**src/rtl/and_hpc1_d3_feeder.sv**
```systemverilog
// rtl/and_hpc1_d3_feeder.sv - 4-share masking front end and randomness source for a d=3 HPC1 AND gadget
module and_hpc1_d3_feeder #(
  parameter int unsigned WARMUP_CYCLES = 16
) (
  input  logic        clock_0,
  input  logic        reset_0,
  input  logic        seed_valid,
  input  logic [31:0] seed_data,
  input  logic        in_valid,
  input  logic        in_a,
  input  logic        in_b,
  output logic        in_ready,
  output logic        io_i0_s0,
  output logic        io_i0_s1,
  output logic        io_i0_s2,
  output logic        io_i0_s3,
  output logic        io_i1_s0,
  output logic        io_i1_s1,
  output logic        io_i1_s2,
  output logic        io_i1_s3,
  output logic        p_rand_0,
  output logic        p_rand_1,
  output logic        p_rand_2,
  output logic        p_rand_3,
  output logic        p_rand_4,
  output logic        p_rand_5,
  output logic        p_rand_6,
  output logic        p_rand_7,
  output logic        p_rand_8,
  output logic        p_rand_9,
  output logic        p_rand_10,
  output logic        p_rand_11,
  output logic        out_valid
);

  typedef enum logic [1:0] {
    IDLE   = 2'd0,
    WARMUP = 2'd1,
    RUN    = 2'd2
  } state_t;

  localparam logic [7:0] WARM_LAST = 8'(WARMUP_CYCLES - 1);

  state_t      state;
  logic [31:0] lfsr;
  logic [31:0] lfsr_adv;
  logic [17:0] rnd;
  logic [7:0]  warm_cnt;
  logic [3:0]  sh_a;
  logic [3:0]  sh_b;
  logic [11:0] prand;
  logic        transfer;

  // Eighteen serial LFSR steps unrolled; rnd[i] is the i-th feedback bit produced.
  always_comb begin
    lfsr_adv = lfsr;
    rnd      = '0;
    for (int i = 0; i < 18; i++) begin
      rnd[i]   = lfsr_adv[31] ^ lfsr_adv[21] ^ lfsr_adv[1] ^ lfsr_adv[0];
      lfsr_adv = {lfsr_adv[30:0], rnd[i]};
    end
  end

  assign in_ready = (state == RUN) && !seed_valid;
  assign transfer = in_valid && in_ready;

  always_ff @(posedge clock_0 or negedge reset_0) begin
    if (!reset_0) begin
      state     <= IDLE;
      lfsr      <= 32'h0000_0001;
      warm_cnt  <= '0;
      sh_a      <= '0;
      sh_b      <= '0;
      prand     <= '0;
      out_valid <= 1'b0;
    end else begin
      out_valid <= transfer;
      // Operands only ever land here already XOR-masked; no plain copy is kept.
      if (transfer) begin
        sh_a <= {rnd[2], rnd[1], rnd[0], in_a ^ rnd[0] ^ rnd[1] ^ rnd[2]};
        sh_b <= {rnd[5], rnd[4], rnd[3], in_b ^ rnd[3] ^ rnd[4] ^ rnd[5]};
      end
      if (state == RUN) begin
        prand <= rnd[17:6];
      end
      if (seed_valid) begin
        lfsr     <= (seed_data == 32'h0) ? 32'h0000_0001 : seed_data;
        warm_cnt <= '0;
        state    <= WARMUP;
      end else begin
        case (state)
          IDLE: begin
            lfsr <= lfsr;
          end
          WARMUP: begin
            lfsr <= lfsr_adv;
            if (warm_cnt == WARM_LAST) begin
              state <= RUN;
            end else begin
              warm_cnt <= warm_cnt + 8'd1;
            end
          end
          RUN: begin
            lfsr <= lfsr_adv;
          end
          default: begin
            state <= IDLE;
          end
        endcase
      end
    end
  end

  assign io_i0_s0  = sh_a[0];
  assign io_i0_s1  = sh_a[1];
  assign io_i0_s2  = sh_a[2];
  assign io_i0_s3  = sh_a[3];
  assign io_i1_s0  = sh_b[0];
  assign io_i1_s1  = sh_b[1];
  assign io_i1_s2  = sh_b[2];
  assign io_i1_s3  = sh_b[3];
  assign p_rand_0  = prand[0];
  assign p_rand_1  = prand[1];
  assign p_rand_2  = prand[2];
  assign p_rand_3  = prand[3];
  assign p_rand_4  = prand[4];
  assign p_rand_5  = prand[5];
  assign p_rand_6  = prand[6];
  assign p_rand_7  = prand[7];
  assign p_rand_8  = prand[8];
  assign p_rand_9  = prand[9];
  assign p_rand_10 = prand[10];
  assign p_rand_11 = prand[11];

endmodule

```
**config.mk**
```make
export PLATFORM = sky130hd
export DESIGN_NAME = and_hpc1_d3_feeder
export DESIGN_NICKNAME = d
export VERILOG_FILES = /design/src/rtl/and_hpc1_d3_feeder.sv
export SDC_FILE = /design/constraint.sdc
export NUM_CORES = 1
export LEC_CHECK = 0
export ABC_AREA = 1
export BUFFER_PORTS_ARGS = -buffer_cell sky130_fd_sc_hd__buf_4
export CAP_MARGIN = 20
export CORE_UTILIZATION = 60
export DETAILED_ROUTE_END_ITERATION = 8
export PLACE_DENSITY = 0.83
export SLEW_MARGIN = 15
export SYNTH_ARGS = -nofsm -noshare
export SYNTH_HDL_FRONTEND = slang
export SYNTH_SLANG_ARGS = --single-unit
```
**constraint.sdc**
```tcl
create_clock -name clock_0 -period 5.3 [get_ports clock_0]
set_input_delay 1.06 -clock clock_0 [delete_from_list [all_inputs] [get_ports clock_0]]
set_output_delay 1.06 -clock clock_0 [all_outputs]
set_load 0.005 [all_outputs]
```
==> impl_metrics.csv, run 1 <==
group,metric,value,unit
outcome,status,"finished, final reports clean",
routing,wl,9215,um
sta,finalClockSkew,0.007661,ns
die,core-area,0.005921,mm2
routing,ant_nets,0,
final_layout,final_cell_mix,"nand2_1 (67), dfrtp_1 (62), buf_4 (61)",
final_layout,regArea,0.001578,mm2
sta,rsz0062_at_grt,"false",
die,placementRows,28,
hold_path,min_path_type,"reg2reg",
die,io_pins,60,
final_layout,fill_cells,459,
clock_network,post_cts_buffers,0,
global_routing,grt_antenna_before_repair,0,
final_layout,area_growth,18.25,%
worst_setup_path,startpoint_type,"register",
global_routing,grt_usage,31.59,%
clock_network,cts_root_buffer,"clkbuf_8",
yosys,yosysWarnings,0,
run,maxCapViolCount,0,
clock_network,clkLatencyLatePin,0.35,ns
routing,wire_per_inst,15.83,um
routing,vias_per_cell,5.720,
hold_path,min-delay-start,"sh_b[2]",
yosys,syn_inst,446,
sta,max_slew.worst_pin.slew,0.7959,ns
sta,finalCritPeriodShare,60.53,%
final_layout,multi_input_area,0.001887,mm2
die,die_area,0.006452,mm2
routing,drt_iter0_drc,287,
die,die_w,80.33,um
yosys,ys_ff_latch,63,
global_routing,first_global_vias,3198,
sta,fin_tns_setup,0,ns
final_layout,layout_commonest_cell,"nand2_1",
sta,setup_viol,0,
worst_setup_path,timing.rr.start,"lfsr[19]",
placed_design,port_buffers,59,
yosys,synth.avg_cell_area,8.253,um2
worst_setup_path,criticalPathCategory,"reg2reg",
routing,dr.pass1.iters,5,
final_layout,antenna_cells,0,
worst_setup_path,crit_start,"lfsr[19]",
worst_setup_path,cp-end-kind,"register",
die,die_y,80.33,um
placed_design,hpwl,6660,um
sta,max_freq,311.7,MHz
global_routing,grt_pass1_wl,15070,um
worst_setup_path,critical_path_arrival,3.49,ns
clock_network,cts_resized,0,
sta,hold_viol,0,
final_layout,fin_nets,543,
global_routing,overflow,0,
yosys,ys_seq_area_share,42.86,%
clock_network,post_cts_hold_buffer_count,0,
placed_design,finalWeightedCongestion,0.9134,
worst_setup_path,cp_max_fo,4,
sta,fin_crit,3.208,ns
clock_network,cts_buffer_depth,2,
worst_setup_path,required,5.58,ns
routing,vias,3329,
die,start_util,62.17,%
sta,maxSlewViolCount,0,
clock_network,h-tree-depth,3,
global_routing,grt_max_degree,64,
clock_network,cts.sinks,63,
routing,drc,0,
clock_network,clkTransAtPathRegs,0.07,ns
sta,max-slew-margin-rel,46.94,%
clock_network,numCtsBuffers,9,
yosys,syn_nets,487,
yosys,netlist_area,0.003681,mm2
clock_network,cts_tree,"done",
yosys,netlist-cell-type-count,38,
final_layout,drive_above_1_share,26.04,%
-- sequential cells by signal (all words and copies together), names as in the netlist --
register   count
state          2
lfsr          32
out_valid      1
warm_cnt       8
sh_b           4
prand         12
sh_a           4
-- metal layers --
metal	part of all wire, %	up-vias	track usage (%)
li1	-	1605	-
met1	44	1584	41.31
met2	46	118	49.49
met3	5.8	22	7.614
met4	3.3	0	14.46
met5	0	-	0
-- path summary, 6_finish.rpt --
check / end / slack (ns) / depth (start not counted)
worst max-delay path: lfsr[1] / 2.09 / 23
worst min-delay path: sh_b[2] / 0.48 / 2
worst max register to register: lfsr[1] / 2.09 / 23
worst min register to register: sh_b[2] / 0.48 / 2
max in group asynchronous: lfsr[23] / 3.98 / 1
min in group asynchronous: warm_cnt[6] / 0.80 / 1
-- synthesized netlist by cell type --
library cell / instances / area, um2
nand2_1: 67 / 251.5
inv_2: 6 / 22.52
clkinv_1: 2 / 7.510
nor3_1: 13 / 65.06
xnor2_1: 11 / 96.34
dfrtp_1: 62 / 1551
a21oi_1: 38 / 190.2
nand2_2: 19 / 118.9
ha_1: 3 / 37.54
nand3_1: 36 / 180.2
dfstp_2: 1 / 26.28
nor4_1: 8 / 50.05
xor2_1: 11 / 96.34
inv_1: 30 / 112.6
nand3_2: 15 / 150.1
buf_1: 2 / 7.510
xor2_4: 1 / 27.53
nor2_1: 44 / 165.2
nand3b_1: 5 / 37.54
nand3_4: 2 / 35.03
o311ai_0: 1 / 8.760
or2_1: 1 / 6.260
dlygate4sd1_1: 1 / 8.760
nand3b_2: 1 / 11.26
xnor2_2: 1 / 16.27
buf_2: 1 / 5.000
nand4_1: 3 / 18.77
o21ai_0: 26 / 130.1
xor2_2: 1 / 16.27
buf_4: 2 / 15.01
a22oi_1: 2 / 15.01
a21oi_2: 1 / 8.760
a31oi_1: 6 / 37.54
nand2_4: 7 / 78.83
clkbuf_1: 10 / 37.54
o21ai_1: 1 / 5.000
o22ai_1: 4 / 25.02
o211ai_1: 1 / 7.510
-- critical path, stage by stage (launching register included) --
cell and delay (ns):
dfrtp_1 0.45, xnor2_1 0.38, nand3_1 0.18, nand2_2 0.15, nand2_2 0.07, nand2_4 0.10, inv_2 0.06, nand3_2 0.09
nand3_2 0.13, nand2_2 0.11, nand2_1 0.06, nand2_2 0.10, inv_2 0.06, nand3_1 0.13, nand3b_2 0.14, nand2_2 0.13
nand2_2 0.08, nand3_4 0.09, nand3_1 0.14, nand3_2 0.14, nand2_2 0.06, nand2_1 0.09, nand3_2 0.08, a21oi_2 0.12
-- cells by family (layout without fill, tap and decap cells) --
group                      Yosys count  count (layout)  synth area share [%]
xor gates and xnor gates            25              25                 6.866
buffers and inverters               54             115                 5.880
DFF                                 63              63                 42.86
AOI/OAI and AO/OA                   80              80                 11.62
adders and majority gates            3               3                 1.020
and+or+nand+nor                    221             221                 31.75
-- stage by stage --
| stage | std cells | setup WS [ns] | util, % | hold slack, ns | cell area, um2 |
|---|---|---|---|---|---|
| 2_1_floorplan | 446 | 2.543 | - | 0.4720 | 3681 |
| 3_3_place_gp | 566 | 2.261 | 70.25 | 0.4636 | 4159 |
| 3_5_place_dp | 566 | 2.163 | 70.25 | 0.4739 | 4159 |
| 4_1_cts | 582 | 2.112 | 73.52 | 0.4903 | 4353 |
| 5_1_grt | 582 | 1.793 | 73.52 | 0.5185 | 4353 |
| 6_report | 582 | 2.092 | 73.52 | 0.4840 | 4353 |
-- area by class of cell --
cell class | count | area share [%]
Inverter | 38 | 3.277
Sequential cell | 63 | 36.25
Timing Repair Buffer | 61 | 10.52
Tap cell | 75 | 2.156
Multi-Input combinational cell | 329 | 43.35
Clock buffer | 13 | 4.110
Clock inverter | 3 | 0.3449
Power of run 1 is left out: the tool's default activity adds up to more than one toggle a clock period on the data nets, which glitch-free logic cannot reach.
==> run 2: changes to the inputs <==
CORE_UTILIZATION = 51   (was 60)
PLACE_DENSITY = 0.75   (was 0.83)
clock period = 2.82 ns   (was 5.3 ns; I/O delays follow)
==> run 2 against run 1 <==
Against the previous run: the flow now finishes with violations (setup timing); utilization rose by 3.7 points; register-to-register slack got worse by 2.7 ns; critical path type unchanged; global-route usage fell by 0.63 points; fmax fell by 6.5%; critical endpoint is now lfsr[0].
==> impl_metrics.csv, run 2 (synthesis gave the netlist of run 1 again) <==
group,metric,value,unit
clock_network,cts_root_buffer,"clkbuf_8",
global_routing,overflow,0,
die,die_y,86.96,um
routing,wire_per_inst,19.01,um
routing,drc,0,
routing,drt_iter0_drc,332,
final_layout,largest_reg_flops,32,
worst_setup_path,path_delay_family,"simple AND/OR/NAND/NOR gates",
final_layout,top_regs,"lfsr: 32 flops, prand: 12 flops, warm_cnt: 8 flops",
placed_design,hpwl,7454,um
clock_network,clkTransAtPathRegs,0.08,ns
worst_setup_path,cpMaxStageDelayCell,"dfrtp_1",
sta,hold_viol,0,
routing,dr.pass1.iters,6,
sta,fin_tns_setup,-4.975,ns
placed_design,finalWeightedCongestion,0.8862,
global_routing,first_global_vias,3688,
routing,vias,3895,
sta,finalCritPeriodShare,121.7,%
final_layout,regArea,0.001578,mm2
global_routing,grt_max_degree,64,
worst_setup_path,cp_common_cell,"nand2_4",
sta,max-slew-margin-rel,45.35,%
final_layout,fin_nets,606,
sta,max_freq,291.4,MHz
worst_setup_path,cp-end-kind,"register",
placed_design,port_buffers,59,
routing,ant_nets,0,
worst_setup_path,cp_max_fo,4,
outcome,status,"complete, but fails checks",
outcome,violations,"setup timing",
worst_setup_path,critical_path_arrival,3.70,ns
worst_setup_path,required,3.09,ns
worst_setup_path,cp_num_buf_inv,3,
die,core-area,0.006869,mm2
clock_network,cts.sinks,63,
sta,rsz0062_at_grt,"true",
final_layout,final_cell_mix,"buf_4 (117), dfrtp_1 (62), nand2_1 (58)",
die,die_area,0.007561,mm2
sta,fin_crit,3.432,ns
routing,wl,12660,um
final_layout,layout_commonest_cell,"buf_4",
clock_network,cts_tree,"done",
final_layout,drive_above_1_share,40.88,%
clock_network,h-tree-depth,3,
clock_network,clkLatencyLatePin,0.35,ns
final_layout,multi_input_area,0.002296,mm2
sta,finalClockSkew,0.01100,ns
worst_setup_path,startpoint_type,"register",
die,start_util,53.59,%
sta,max_slew.worst_pin.slew,0.8197,ns
placed_design,post-place-ws,-0.3352,ns
die,io_pins,60,
global_routing,grt_antenna_before_repair,0,
sta,postLayoutSetupSlackWorst,-0.6121,ns
sta,maxSlewViolCount,0,
worst_setup_path,slowest_delay,0.43,ns
hold_path,min_path_type,"in2async",
sta,hold_slack,0.3071,ns
clock_network,numCtsBuffers,9,
die,placementRows,30,
final_layout,regMostFlops,"lfsr",
final_layout,antenna_cells,0,
final_layout,area_growth,44.09,%
global_routing,grt_pass1_wl,17570,um
die,die_w,86.96,um
worst_setup_path,r2r_setup_slack,-0.61,ns
clock_network,cts_buffer_depth,2,
global_routing,grt_usage,30.97,%
routing,vias_per_cell,5.848,
worst_setup_path,criticalPathCategory,"reg2reg",
sta,setup_viol,14,
final_layout,fill_cells,465,
run,maxCapViolCount,0,
[run 2: cell count changes in the layout (fill, tap and decap cells not counted), moves of 5 or more]
cell,before,now
buf_4,61,117
nand3_1,36,14
nand3_4,2,23
nand2_4,7,22
nand2_1,67,58
buf_6,0,7
nand2_2,19,12
inv_4,0,5
[run 2: layout make-up]
| class | count | share of cell area, % |
|---|---|---|
| Multi-Input combinational cell | 329 | 43.29 |
| Sequential cell | 63 | 29.75 |
| Timing Repair Buffer | 124 | 18.05 |
| Inverter | 38 | 2.925 |
| Clock buffer | 10 | 2.595 |
| Tap cell | 96 | 2.265 |
| Clock inverter | 6 | 1.132 |
[run 2: metal layers]
layer | vias to the layer above | routed length, um | track usage, % | share of wire [%]
li1 | 1731 | - | - | -
met1 | 1851 | 4836 | 37.71 | 38
met2 | 243 | 6197 | 52.68 | 49
met3 | 70 | 962 | 5.687 | 7.6
met4 | 0 | 663 | 15.30 | 5.2
met5 | - | 0 | 0 | 0
[run 2: worst paths after layout]
path	start	end	cells past startpoint
min in group clock_0	seed_data[17]	lfsr[17]	3
max reg2reg	lfsr[30]	lfsr[0]	27
max in group asynchronous	reset_0	lfsr[8]	1
min reg2reg	prand[10]	prand[10]	2
min	reset_0	sh_b[0]	1
max	lfsr[30]	lfsr[0]	27
[run 2: per-stage QoR]
| step | util [%] | instance area (um2) | cells |
|---|---|---|---|
| finish | 77.21 | 5304 | 666 |
| global route | 77.21 | 5304 | 666 |
| CTS | 73.01 | 5015 | 655 |
| detailed placement | 65.85 | 4523 | 632 |
| global placement | 65.85 | 4523 | 632 |
| floorplan | - | 3681 | 446 |
[run 2: repair_timing]
action,CTS,global route
hold buffers,0,0
resized for setup,44,46
buffers inserted,7,11
endpoints found under the setup margin,8,13
endpoints found under the hold margin,0,0
pin swaps,6,30
Power of run 2 is left out for the same reason.
==> run 3: changes to the inputs <==
BUFFER_PORTS_ARGS = default   (was -buffer_cell sky130_fd_sc_hd__buf_4)
CORE_UTILIZATION = 58   (was 51)
DONT_BUFFER_PORTS = 1   (was default)
GPL_TIMING_DRIVEN = 0   (was default)
==> run 3 against run 2 <==
Against the previous run: the run still ends with setup timing left; critical path depth unchanged; clock-buffer cell count grew 1; sequential share of layout area is 5.0 points higher; sequential cell count unchanged; worst setup slack improved by 0.15 ns; fmax up 4.6%; final cell count is 15% lower; critical endpoint is now lfsr[1]; largest cell class unchanged.
==> impl_metrics.csv, run 3 (synthesis gave the netlist of run 1 again) <==
group,metric,value,unit
worst_setup_path,slowest_delay,0.41,ns
sta,finalCritPeriodShare,116.4,%
die,die_w,81.67,um
sta,setup_viol,10,
sta,hold_viol,0,
final_layout,regMostFlops,"lfsr",
worst_setup_path,path_delay_family,"simple AND/OR/NAND/NOR gates",
worst_setup_path,r2r_setup_slack,-0.46,ns
global_routing,overflow,0,
global_routing,grt_pass1_wl,15770,um
final_layout,fin_nets,526,
die,core-area,0.006026,mm2
final_layout,drive_above_1_share,26.73,%
clock_network,clkTransAtPathRegs,0.07,ns
outcome,violations,"setup timing",
worst_setup_path,critical_path_arrival,3.57,ns
sta,finalClockSkew,0.01132,ns
sta,max_slew.worst_pin.slew,0.6977,ns
clock_network,cts_tree,"done",
routing,vias,3500,
sta,postLayoutSetupSlackWorst,-0.4621,ns
die,start_util,61.09,%
global_routing,grt_usage,32.63,%
final_layout,largest_reg_flops,32,
placed_design,port_buffers,0,
worst_setup_path,cp_num_buf_inv,1,
final_layout,multi_input_area,0.002236,mm2
final_layout,fill_cells,424,
worst_setup_path,required,3.11,ns
worst_setup_path,cp-end-kind,"register",
sta,rsz0062_at_grt,"true",
sta,maxSlewViolCount,0,
run,maxCapViolCount,0,
clock_network,cts_root_buffer,"clkbuf_8",
worst_setup_path,cp_common_cell,"nand2_4",
die,io_pins,60,
die,die_area,0.006669,mm2
outcome,status,"complete, but fails checks",
final_layout,top_regs,"lfsr: 32 flops, prand: 12 flops, warm_cnt: 8 flops",
final_layout,area_growth,23.28,%
worst_setup_path,criticalPathCategory,"reg2reg",
routing,dr.pass1.iters,5,
final_layout,antenna_cells,0,
clock_network,clkLatencyLatePin,0.36,ns
routing,vias_per_cell,6.195,
die,placementRows,28,
final_layout,regArea,0.001578,mm2
final_layout,final_cell_mix,"dfrtp_1 (62), nand2_1 (60), nor2_1 (44)",
sta,fin_crit,3.282,ns
worst_setup_path,cp_max_fo,4,
global_routing,grt_antenna_before_repair,0,
worst_setup_path,startpoint_type,"register",
placed_design,hpwl,7194,um
placed_design,finalWeightedCongestion,0.9280,
placed_design,placedInstanceArea,0.003775,mm2
clock_network,h-tree-depth,3,
routing,wl,10930,um
global_routing,first_global_vias,3174,
clock_network,numCtsBuffers,9,
global_routing,grt_max_degree,63,
routing,ant_nets,0,
routing,drc,0,
final_layout,final_util,75.31,%
hold_path,min_path_type,"in2async",
final_layout,layout_commonest_cell,"dfrtp_1",
clock_network,cts.sinks,63,
routing,wire_per_inst,19.35,um
worst_setup_path,cpMaxStageDelayCell,"dfrtp_1",
die,die_y,81.67,um
sta,max_freq,304.7,MHz
sta,max-slew-margin-rel,53.15,%
clock_network,cts_buffer_depth,2,
routing,drt_iter0_drc,332,
final_layout,fin_area,0.004538,mm2
==> run 3: layer usage <==
metal	vias to the layer above	GRT usage, %	wire length (um)
li1	1578	-	-
met1	1676	41.91	4165
met2	194	52.33	5276
met3	52	9.333	1018
met4	0	11.93	471
met5	-	0	0
==> run 3: per-stage QoR <==
stage	std cells	TNS, ns	setup slack (ns)	hold slack (ns)
CTS	554	-1.912	-0.3347	0.04478
global placement	521	-1.341	-0.2878	0.2696
floorplan	446	0	0.06297	0.2684
detailed placement	521	-1.970	-0.3716	0.2696
finish	565	-3.232	-0.4621	0.04936
global route	565	-4.692	-0.6228	0.03822
==> run 3: path summary, 6_finish.rpt <==
check / cells past startpoint / from / endpoint
worst max-delay path: 27 / lfsr[31] / lfsr[1]
worst min-delay path: 0 / reset_0 / lfsr[0]
worst max register to register: 27 / lfsr[31] / lfsr[1]
worst min register to register: 2 / sh_a[3] / sh_a[3]
max in group asynchronous: 1 / reset_0 / lfsr[22]
min in group clock_0: 2 / seed_data[24] / lfsr[24]
==> run 3: layout make-up <==
cell class	instances	area share (%)
well taps	75	2.068
clock inverters	5	0.6066
inverters	38	3.419
flip-flops and latches	63	34.77
plain buffers	16	1.627
clock buffers	11	2.895
repair buffers	28	5.349
multi-input cells	329	49.27
==> run 3: repair_timing <==
item,4_1_cts,5_1_grt
pin swaps,35,32
hold endpoints to repair,62,0
buffers inserted,16,11
hold buffers,1,0
cloned,0,0
gates resized for setup,52,18
endpoints found under the setup margin,8,13
Power of run 3 is left out for the same reason.
